$ cat src/rtl/wb_pkg.sv
// Shared Wishbone bus widths and arbiter FSM encoding.
package wb_pkg;
  localparam int WB_ADR_W = 20;
  localparam int WB_DAT_W = 16;
  localparam int WB_SEL_W = 2;
  localparam int NUM_M    = 4;

  typedef enum logic {
    ST_IDLE  = 1'b0,
    ST_OWNED = 1'b1
  } wb_arb_state_e;
endpackage

$ cat src/rtl/wb_rr_pick.sv
// Rotating priority encoder: first requester after last_i wins (combinational).
module wb_rr_pick
  import wb_pkg::*;
(
  input  logic [NUM_M-1:0] req_i,
  input  logic [1:0]       last_i,
  output logic [1:0]       win_o,
  output logic             vld_o
);
  logic [1:0] idx;

  // Walk from the farthest candidate to the nearest so the nearest one sticks.
  always_comb begin
    win_o = '0;
    vld_o = 1'b0;
    idx   = '0;
    for (int k = NUM_M; k >= 1; k--) begin
      idx = last_i + 2'(k);
      if (req_i[idx]) begin
        win_o = idx;
        vld_o = 1'b1;
      end
    end
  end
endmodule

$ cat src/rtl/wb_arbiter.sv
// Four-master Wishbone arbiter, one owner per cyc, RR or fixed priority.
// Define WB_ARB_TIMEOUT_EN to build the slave-stall watchdog.
module wb_arbiter
  import wb_pkg::*;
#(
  parameter int TOUT_CYCLES = 255,
  parameter int RR_EN       = 1
) (
  input  logic                wb_clk_i,
  input  logic                wb_rst_ni,
  input  logic [WB_ADR_W:1]   m0_adr_i,
  input  logic [WB_ADR_W:1]   m1_adr_i,
  input  logic [WB_ADR_W:1]   m2_adr_i,
  input  logic [WB_ADR_W:1]   m3_adr_i,
  input  logic [WB_DAT_W-1:0] m0_dat_i,
  input  logic [WB_DAT_W-1:0] m1_dat_i,
  input  logic [WB_DAT_W-1:0] m2_dat_i,
  input  logic [WB_DAT_W-1:0] m3_dat_i,
  output logic [WB_DAT_W-1:0] m0_dat_o,
  output logic [WB_DAT_W-1:0] m1_dat_o,
  output logic [WB_DAT_W-1:0] m2_dat_o,
  output logic [WB_DAT_W-1:0] m3_dat_o,
  input  logic [WB_SEL_W-1:0] m0_sel_i,
  input  logic [WB_SEL_W-1:0] m1_sel_i,
  input  logic [WB_SEL_W-1:0] m2_sel_i,
  input  logic [WB_SEL_W-1:0] m3_sel_i,
  input  logic                m0_we_i,
  input  logic                m1_we_i,
  input  logic                m2_we_i,
  input  logic                m3_we_i,
  input  logic                m0_cyc_i,
  input  logic                m1_cyc_i,
  input  logic                m2_cyc_i,
  input  logic                m3_cyc_i,
  input  logic                m0_stb_i,
  input  logic                m1_stb_i,
  input  logic                m2_stb_i,
  input  logic                m3_stb_i,
  output logic                m0_ack_o,
  output logic                m1_ack_o,
  output logic                m2_ack_o,
  output logic                m3_ack_o,
  output logic [WB_ADR_W:1]   s_adr_o,
  output logic [WB_DAT_W-1:0] s_dat_o,
  output logic [WB_SEL_W-1:0] s_sel_o,
  output logic                s_we_o,
  output logic                s_cyc_o,
  output logic                s_stb_o,
  input  logic [WB_DAT_W-1:0] s_dat_i,
  input  logic                s_ack_i,
  output logic [1:0]          gnt_o,
  output logic                gnt_vld_o,
  output logic                tout_o
);
  logic [NUM_M-1:0]                cyc, stb, we, ack_v;
  logic [NUM_M-1:0][WB_ADR_W-1:0]  adr;
  logic [NUM_M-1:0][WB_DAT_W-1:0]  wdat;
  logic [NUM_M-1:0][WB_SEL_W-1:0]  sel;
  logic [WB_DAT_W-1:0]             rdat;

  wb_arb_state_e state_q, state_d;
  logic [1:0]    gnt_q, gnt_d, last_q, last_d;
  logic [1:0]    pick_win, pick_last;
  logic          pick_vld, owned, tout;

  assign cyc  = {m3_cyc_i, m2_cyc_i, m1_cyc_i, m0_cyc_i};
  assign stb  = {m3_stb_i, m2_stb_i, m1_stb_i, m0_stb_i};
  assign we   = {m3_we_i,  m2_we_i,  m1_we_i,  m0_we_i};
  assign adr  = {m3_adr_i, m2_adr_i, m1_adr_i, m0_adr_i};
  assign wdat = {m3_dat_i, m2_dat_i, m1_dat_i, m0_dat_i};
  assign sel  = {m3_sel_i, m2_sel_i, m1_sel_i, m0_sel_i};

  // Fixed priority is RR with the search pinned to start at m0.
  assign pick_last = (RR_EN != 0) ? last_q : 2'd3;

  wb_rr_pick u_pick (
    .req_i  (cyc),
    .last_i (pick_last),
    .win_o  (pick_win),
    .vld_o  (pick_vld)
  );

  always_comb begin
    state_d = state_q;
    gnt_d   = gnt_q;
    last_d  = last_q;
    case (state_q)
      ST_IDLE: if (pick_vld) begin
        state_d = ST_OWNED;
        gnt_d   = pick_win;
        last_d  = pick_win;
      end
      ST_OWNED: if (!cyc[gnt_q]) state_d = ST_IDLE;
      default:  state_d = ST_IDLE;
    endcase
  end

  always_ff @(posedge wb_clk_i or negedge wb_rst_ni) begin
    if (!wb_rst_ni) begin
      state_q <= ST_IDLE;
      gnt_q   <= 2'd0;
      last_q  <= 2'd3;
    end else begin
      state_q <= state_d;
      gnt_q   <= gnt_d;
      last_q  <= last_d;
    end
  end

  assign owned = (state_q == ST_OWNED);

`ifdef WB_ARB_TIMEOUT_EN
  logic [7:0] cnt_q, cnt_d;

  assign tout = owned & cyc[gnt_q] & stb[gnt_q] & (cnt_q == 8'(TOUT_CYCLES));

  always_comb begin
    cnt_d = cnt_q;
    if (!owned || s_ack_i || tout) cnt_d = '0;
    else if (s_stb_o)              cnt_d = cnt_q + 8'd1;
  end

  always_ff @(posedge wb_clk_i or negedge wb_rst_ni) begin
    if (!wb_rst_ni) cnt_q <= '0;
    else            cnt_q <= cnt_d;
  end
`else
  // Watchdog compiled out; the limit parameter is intentionally unused here.
  logic unused_tout;
  assign unused_tout = ^8'(TOUT_CYCLES);
  assign tout        = 1'b0;
`endif

  assign s_adr_o = adr[gnt_q];
  assign s_dat_o = wdat[gnt_q];
  assign s_sel_o = sel[gnt_q];
  assign s_we_o  = we[gnt_q];
  assign s_cyc_o = owned & cyc[gnt_q];
  assign s_stb_o = owned & stb[gnt_q] & ~tout;

  always_comb begin
    ack_v = '0;
    if (owned && (s_ack_i || tout)) ack_v[gnt_q] = 1'b1;
  end

  assign {m3_ack_o, m2_ack_o, m1_ack_o, m0_ack_o} = ack_v;

  assign rdat     = tout ? '1 : s_dat_i;
  assign m0_dat_o = rdat;
  assign m1_dat_o = rdat;
  assign m2_dat_o = rdat;
  assign m3_dat_o = rdat;

  assign gnt_o     = gnt_q;
  assign gnt_vld_o = owned;
  assign tout_o    = tout;
endmodule

$ cat config.mk
export PLATFORM = sky130hd
export DESIGN_NAME = wb_arbiter
export DESIGN_NICKNAME = d
export VERILOG_FILES = /design/src/rtl/wb_pkg.sv /design/src/rtl/wb_rr_pick.sv /design/src/rtl/wb_arbiter.sv
export SDC_FILE = /design/constraint.sdc
export NUM_CORES = 1
export LEC_CHECK = 0
export CAP_MARGIN = 10
export CORE_AREA = 2 2 116 118
export DETAILED_ROUTE_END_ITERATION = 10
export DIE_AREA = 0 0 118 120
export GPL_TIMING_DRIVEN = 0
export SYNTH_ARGS = -nofsm -noshare
export SYNTH_HDL_FRONTEND = slang
export SYNTH_SLANG_ARGS = --single-unit
$ cat constraint.sdc
create_clock -name wb_clk_i -period 1.57 [get_ports wb_clk_i]
set_input_delay 0.2355 -clock wb_clk_i [delete_from_list [all_inputs] [get_ports wb_clk_i]]
set_output_delay 0.2355 -clock wb_clk_i [all_outputs]
set_load 0.01 [all_outputs]
==> results of run 1 <==
-- worst max-delay path, cell delays in order, from the launching register on --
cell     delay, ns
dfrtp_1       0.38
buf_12        0.17
buf_12        0.11
buf_12        0.11
mux4_2        0.52
buf_6         0.15
-- timing repair --
action,CTS,global route
pin swaps,0,3
buffers inserted,11,3
gates cloned,2,0
resized for setup,236,24
setup endpoints to repair,46,44
hold buffers,0,0
-- layout make-up --
| class | count | area, um^2 | area share |
|---|---|---|---|
| timing repair buffer | 292 | 2930 | 0.569 |
| clock buffer | 4 | 78.8 | 0.0153 |
| inverter | 1 | 6.26 | 0.00121 |
| buffer | 76 | 642 | 0.124 |
| sequential | 5 | 129 | 0.0250 |
| multi-input combinational | 78 | 1150 | 0.223 |
| tap | 176 | 220 | 0.0427 |
-- synthesized netlist by cell type --
cell | n | area (um^2)
o221ai_1 | 1 | 8.76
buf_6 | 1 | 11.3
conb_1 | 1 | 3.75
or3b_2 | 1 | 8.76
o41ai_1 | 1 | 8.76
and2_4 | 1 | 8.76
nor3_1 | 2 | 10.0
mux2_2 | 1 | 11.3
clkbuf_1 | 3 | 11.3
nand2b_4 | 1 | 13.8
a21o_1 | 1 | 7.51
a21oi_1 | 3 | 15.0
inv_1 | 1 | 3.75
dfrtp_1 | 3 | 75.1
nor2b_1 | 2 | 12.5
dfstp_2 | 2 | 52.6
o21ai_0 | 2 | 10.0
buf_4 | 69 | 518
buf_2 | 3 | 15.0
and2_1 | 1 | 6.26
mux4_2 | 41 | 923
nand2b_1 | 2 | 12.5
mux2i_1 | 1 | 10.0
nor2_1 | 6 | 22.5
o22ai_1 | 1 | 6.26
nand2_1 | 8 | 30.0
nand3_1 | 1 | 5.00
-- where the power goes --
group / total [uW] / internal, uW / switching [uW]
sequential: 296 / 218 / 77.3
clock: 416 / 336 / 80.0
combinational: 5480 / 3420 / 2050
total: 6190 / 3980 / 2210
-- routing by layer --
metal / track usage / vias up / part of all wire
li1: - / 1138 / -
met4: 0.0136 / 0 / 0.0029
met2: 0.250 / 148 / 0.53
met5: 0 / - / 0
met3: 0.0523 / 4 / 0.096
met1: 0.147 / 1165 / 0.37
-- state kept, by name (all words and copies together) (netlist names) --
signal,cells
gnt_vld_o,1
gnt_o,2
last_q,2
-- logic make-up after synthesis --
logic type | synth area share
buffers and inverters | 0.307
AOI/OAI and AO/OA | 0.0309
and+or+nand+nor | 0.0714
muxes | 0.519
other | 0.00206
DFF | 0.0701
-- per-stage QoR --
stage,hold WS (ns),std cells
2_1_floorplan,-0.0601,160
3_3_place_gp,0.466,614
3_5_place_dp,0.486,614
4_1_cts,0.254,630
5_1_grt,0.267,632
6_report,0.247,632
-- worst min-delay path by stage --
stage                end  cells past startpoint
4_1_cts         gnt_o[0]                      1
2_1_floorplan   gnt_o[0]                      0
5_1_grt        gnt_vld_o                      1
6_report        gnt_o[0]                      1
3_5_place_dp   gnt_vld_o                      1
3_3_place_gp   gnt_vld_o                      1
==> metrics.md, run 1 <==
| Metric | Value |
|---|---|
| Leakage power | ~0.0021 uW |
| Final ANT Viol Nets | 0 |
| Setup crit end kind | primary output |
| DRC errors left | 0 |
| GRT Overall Usage | 0.134 |
| Post-Syn Area | 1820 um^2 |
| Via density | about 3.9 |
| R2R setup slack | 0.01 ns |
| Final instance area | 5160 um^2 |
| Unrepaired setup endpoints after global routing | true |
| Max FO, Critical Path | 8 |
| Vias | 2455 |
| Vias in the first global route | between 2000 and 3000 |
| Clock Sinks | 5 |
| Largest net degree at the start of global routing | 11 |
| Initial Util | 0.140 |
| Post-Place Worst Slack | -0.790 ns |
| Root buf cell | clkbuf_16 |
| Width of the die | between 100 and 150 um |
| Required @ worst endpoint | around 1.3 ns |
| H-tree depth | 1 |
| Core ar. | between 10000 and 15000 um^2 |
| Row cnt | 42 |
| Reg clk slew, reported paths | 0.03 ns |
| Final Skew | 0.000199 ns |
| Placed Area | approximately 4800 um^2 |
| Yosys warnings | 0 |
| Final Net Count | 640 |
| P per Cell Area | between 1000 and 1500 nW/um^2 |
| Routed WL per cell | between 15 and 20 um |
| Seq cells post-synth | 5 |
| Filler instances | between 1000 and 1500 |
| Status | complete, but fails checks |
| Syn Inst Count | 160 |
| Fin Setup TNS | -11.01 ns |
| CTS buffer count | 3 |
| Most common cell after layout, fill and taps aside | clkdlybuf4s50_1 |
| Inserted Diodes | 0 |
| First-pass GRT wire length | between 10 and 15 mm |
| Layout Utilization | 0.397 |
| Total gr overflow | 0 |
| Max Cap Viol | 0 |
| PnR worst setup slack | -0.333 ns |
| Distinct cell type count after synthesis | 27 |
| Critical path arrival | about 1.7 ns |
| # port buffers | between 200 and 300 |
| Register area share after synthesis | 0.0701 |
| # setup viols final | 42 |
| Share of cells above drive strength 1 | 0.419 |
| Crit path launch type | flip-flop |
| Peak supply drop | around 0.35 mV |
| CTS tree | yes |
| Detailed placement HPWL | a little under 9 mm |
| Worst Setup EP | s_dat_o[2] |
| HP Class | in -> async |
| Routability cong. | 0.799 |
| Io pins | slightly below 300 |
| Drt first pass iters | 4 |
| Tot Pwr | ~6200 uW |
| Final Cycle Share | 1.21 |
| Post-layout min period | 1.90 ns |
| Critical path class | reg -> out |
| Area growth syn-to-layout | 183% |
| WL final | between 10 and 15 mm |
| Mapped Nets | approximately 340 |
| Max Clk Rate | 525 MHz |
| Count of pins over their slew limit | 0 |
| Initial drt markers | 98 |
| Antenna violations before repair | 0 |
| Failing checks | negative setup slack |
| Reg-to-Reg End | gnt_vld_o |
| CP Launch Point | gnt_o[0] |
| Chip Height | ~120 um |
| Hold Vio Cnt, Final | 0 |
| Worst-Skew Late Latency | around 0.23 ns |
| R2R cell count | 5 |
| Clk buf depth | 2 |
| Avg Inst Size Synth | 11.4 um^2 |
| Die area | 14200 um^2 |
| Reg2reg start | gnt_o[0] |
| Commonest non-fill, non-tap cells in the layout | clkdlybuf4s50_1, buf_4, mux4_2 |
Note: power is estimated with default switching activity, not from simulation.
==> run 2, diff against run 1 <==
--- a/config.mk
+++ b/config.mk
@@ -6,10 +6,13 @@
 export NUM_CORES = 1
 export LEC_CHECK = 0
 export CAP_MARGIN = 10
-export CORE_AREA = 2 2 116 118
+export CORE_AREA = 2 2 113 115
+export CTS_BUF_LIST = sky130_fd_sc_hd__clkbuf_2
 export DETAILED_ROUTE_END_ITERATION = 10
-export DIE_AREA = 0 0 118 120
+export DIE_AREA = 0 0 115 117
 export GPL_TIMING_DRIVEN = 0
+export MAX_ROUTING_LAYER = met4
 export SYNTH_ARGS = -nofsm -noshare
 export SYNTH_HDL_FRONTEND = slang
+export SYNTH_HIERARCHICAL = 1
 export SYNTH_SLANG_ARGS = --single-unit
==> metrics.md, run 2 <==
| Metric | Value |
|---|---|
| Routability cong. | 0.813 (+1.8%) |
| Largest family of logic cells by synthesized area | multiplexers |
| Final instance area | 5080 um^2 (-1.6%) |
| Hold Vio Cnt, Final | 0 (unchanged) |
| Hold buffers post-CTS | 0 (unchanged) |
| CP max stage cell | mux4_2 |
| CTS tree | yes |
| Chip Height | 117 um (-2.5%) |
| Final Cycle Share | 1.21 (-0.00649) |
| Worst-Skew Late Latency | 0.21 ns (-0.02 ns) |
| Final Net Count | 635 (-0.78%) |
| Routed WL per cell | 17.8 um (+9.9%) |
| Post-Syn Area | 1920 um^2 (+5.2%) |
| Reg clk slew, reported paths | 0.06 ns (+0.03 ns) |
| Required @ worst endpoint | 1.33 ns (about the same) |
| Placed Area | 4890 um^2 (+1.3%) |
| Pint | 3740 uW (-5.9%) |
| Final Skew | 0.00449 ns (+0.00429 ns) |
| Largest net degree at the start of global routing | 11 (unchanged) |
| Io pins | 296 (unchanged) |
| P_sw | 2160 uW (-2.4%) |
| Max Clk Rate | 528 MHz (+0.54%) |
| Max Cap Viol | 0 (unchanged) |
| Synth Area in Adders | 0 (unchanged) |
| CP peak stage delay | 0.51 ns (about the same) |
| Max FO, Critical Path | 8 (unchanged) |
| Syn Inst Count | 152 (-5.0%) |
| Post-layout min period | 1.89 ns (-0.0102 ns) |
| Final ANT Viol Nets | 0 (unchanged) |
| Status | complete, but fails checks |
| DRC errors left | 0 (unchanged) |
| Initial Util | 0.156 (+0.0153) |
| Avg Inst Size Synth | 12.6 um^2 (+11%) |
| Root buf cell | clkbuf_2 |
| P per Cell Area | 1160 nW/um^2 (-3.1%) |
| Clk pwr share | 0.020 (-0.047) |
| Width of the die | 115 um (-2.5%) |
| CP Launch Point | gnt_o[0] |
| Register area share after synthesis | 0.0666 (-0.00348) |
| Initial drt markers | 82 (-16%) |
| Vias in the first global route | 2507 (-1.9%) |
| Antenna violations before repair | 1 (+1) |
| Die area | 13500 um^2 (-5.0%) |
| Drt first pass iters | 4 (unchanged) |
| Failing checks | negative setup slack |
| # port buffers | 278 (unchanged) |
| Setup crit end kind | primary output |
| Mapped Nets | 335 (-2.3%) |
| Multiplexer share of the synthesized area | 0.559 (+0.0409) |
| Reg power frac | 0.055 (+0.007) |
| Most common cell after layout, fill and taps aside | clkdlybuf4s50_1 |
| Predominant post-synthesis flop cell | dfrtp_1 |
| Unrepaired setup endpoints after global routing | true |
| H-tree depth | 1 (unchanged) |
| Share of the synthesized area in the top cell type | 0.343 (-0.164) |
| CTS buffer count | 3 (unchanged) |
| Ys async rst share | 1.00 (unchanged) |
| WL final | 10.7 mm (+4.8%) |
| HP Class | in -> async |
| Clock Sinks | 5 (unchanged) |
| Yosys top cell by area | mux4_1 |
| Share of cells above drive strength 1 | 0.435 (+0.0157) |
| Simple-gate portion of the synthesized area | 0.0463 (-0.0251) |
| Peak supply drop | 0.769 mV (+120%) |
| First-pass GRT wire length | 14.3 mm (-4.5%) |
| Distinct cell type count after synthesis | 24 (-11%) |
| Critical path class | reg -> out |
| Layout Utilization | 0.412 (+0.0149) |
| Via density | 4.00 (+3.0%) |
| # setup viols final | 45 (+7.1%) |
| Worst-path cell chain | buf_12 > buf_12 > buf_12 > mux4_2 > buf_6 |
| Leakage power | 0.00209 uW (-0.79%) |
| Cell with the most instances after synthesis | buf_4 |
| Post-synth EDFFs | 0 (unchanged) |
| XOR/XNOR Fraction of Synth Area | 0 (unchanged) |
| Combinational Power Share | 0.925 (+0.040) |
| Commonest cells in the synthesized netlist | buf_4, mux4_1, mux4_2 |
| Total gr overflow | 0 (unchanged) |
| Sw frac | 0.366 (+0.00844) |
| Row cnt | 41 (-2.4%) |
| Clk buf depth | 2 (unchanged) |
| Most common cell on crit path | buf_12 |
| WP buf/inv | 4 (unchanged) |
| Filler instances | 1217 (-5.2%) |
| Critical path arrival | 1.66 ns (about the same) |
| Crit path launch type | flip-flop |
| Vias | 2413 (-1.7%) |
| Compound-Gate Fraction of Synth Area | 0.0248 (-0.00610) |
| PnR worst setup slack | -0.323 ns (+0.0102 ns) |
| Crit-path leading delay family | buffers and inverters |
| Count of pins over their slew limit | 0 (unchanged) |
| Area growth syn-to-layout | 165% |
| Yosys warnings | 6 (+6) |
| Commonest non-fill, non-tap cells in the layout | clkdlybuf4s50_1, buf_4, buf_6 |
| Core ar. | 12300 um^2 (-5.1%) |
| Seq cells post-synth | 5 (unchanged) |
| Post-Place Worst Slack | -0.559 ns (+0.231 ns) |
| GRT Overall Usage | 0.143 (+0.00892) |
| Reg2reg start | gnt_o[0] |
| Area contributors post-synth | mux4_1, buf_4, mux4_2, dfrtp_1, buf_6 |
| Detailed placement HPWL | 9.06 mm (+3.3%) |
-- run 2: cell count changes after synthesis, moves of 4 or more --
cell and change:
buf_4 -4, mux4_1 +25, nand2_1 -6, mux4_2 -25
buf_6 +4
-- run 2: power groups by stage --
| stage | clock network, uW | logic (uW) | registers (uW) |
|---|---|---|---|
| finish | 119 | 5460 | 324 |
| floorplan | 0 | 2330 | 300 |
| global route | 131 | 5780 | 335 |
| detailed placement | 0 | 4650 | 307 |
| global placement | 0 | 4630 | 303 |
| CTS | 124 | 5270 | 322 |
-- run 2: stage by stage --
stage / setup TNS, ns / total power [uW] / hold WS (ns) / instances
detailed placement: -19.47 / 4960 / 0.481 / 580
global placement: -19.39 / 4930 / 0.464 / 580
finish: -10.07 / 5900 / 0.242 / 603
floorplan: 0 / 2630 / -0.0601 / 152
CTS: -11.37 / 5720 / 0.236 / 597
global route: -12.97 / 6250 / 0.242 / 602
-- run 2: layer usage --
metal	track usage	wire [um]
met4	0.0177	67
met5	-	0
met1	0.163	3980
met3	0.0396	1040
met2	0.256	5630
-- run 2: worst paths after layout --
check	cells past startpoint	slack [ns]	end
max in group asynchronous	1	1.07	last_q[1]
min in group wb_clk_i	1	0.64	gnt_vld_o
worst min-delay path	1	0.24	gnt_o[1]
worst max-delay path	5	-0.32	s_adr_o[4]
worst max register to register	4	0.09	gnt_vld_o
worst min register to register	1	0.64	gnt_vld_o
-- run 2: timing repair --
action | 4_1_cts | 5_1_grt
setup buffers | 12 | 6
gates resized for setup | 247 | 30
pin swaps | 2 | 3
setup endpoints to repair | 46 | 47
gates cloned | 2 | 0
-- run 2: cell families (layout without fill, tap and decap cells) --
| logic type | count (synthesis) | after routing |
|---|---|---|
| flops | 5 | 5 |
| other cells | 1 | 3 |
| mux | 46 | 46 |
| buf+inv | 77 | 376 |
| simple gates | 17 | 17 |
| compound gates | 6 | 6 |
-- run 2: final cells by class --
type | instances | area [um^2] | share of cell area
sequential | 5 | 130 | 0.0256
tap | 150 | 188 | 0.0370
antenna | 2 | 5.00 | 0.000986
clock buffer | 4 | 20.0 | 0.00394
inverter | 2 | 10.0 | 0.00197
buffer | 75 | 632 | 0.124
timing repair buffer | 295 | 2930 | 0.578
multi-input combinational | 70 | 1160 | 0.228
-- run 2: worst register-to-register path, stage by stage, from the launching register on --
cell and delay (ns):
dfrtp_2 0.38, buf_12 0.15, mux4_2 0.53, buf_4 0.15, a21o_1 0.16
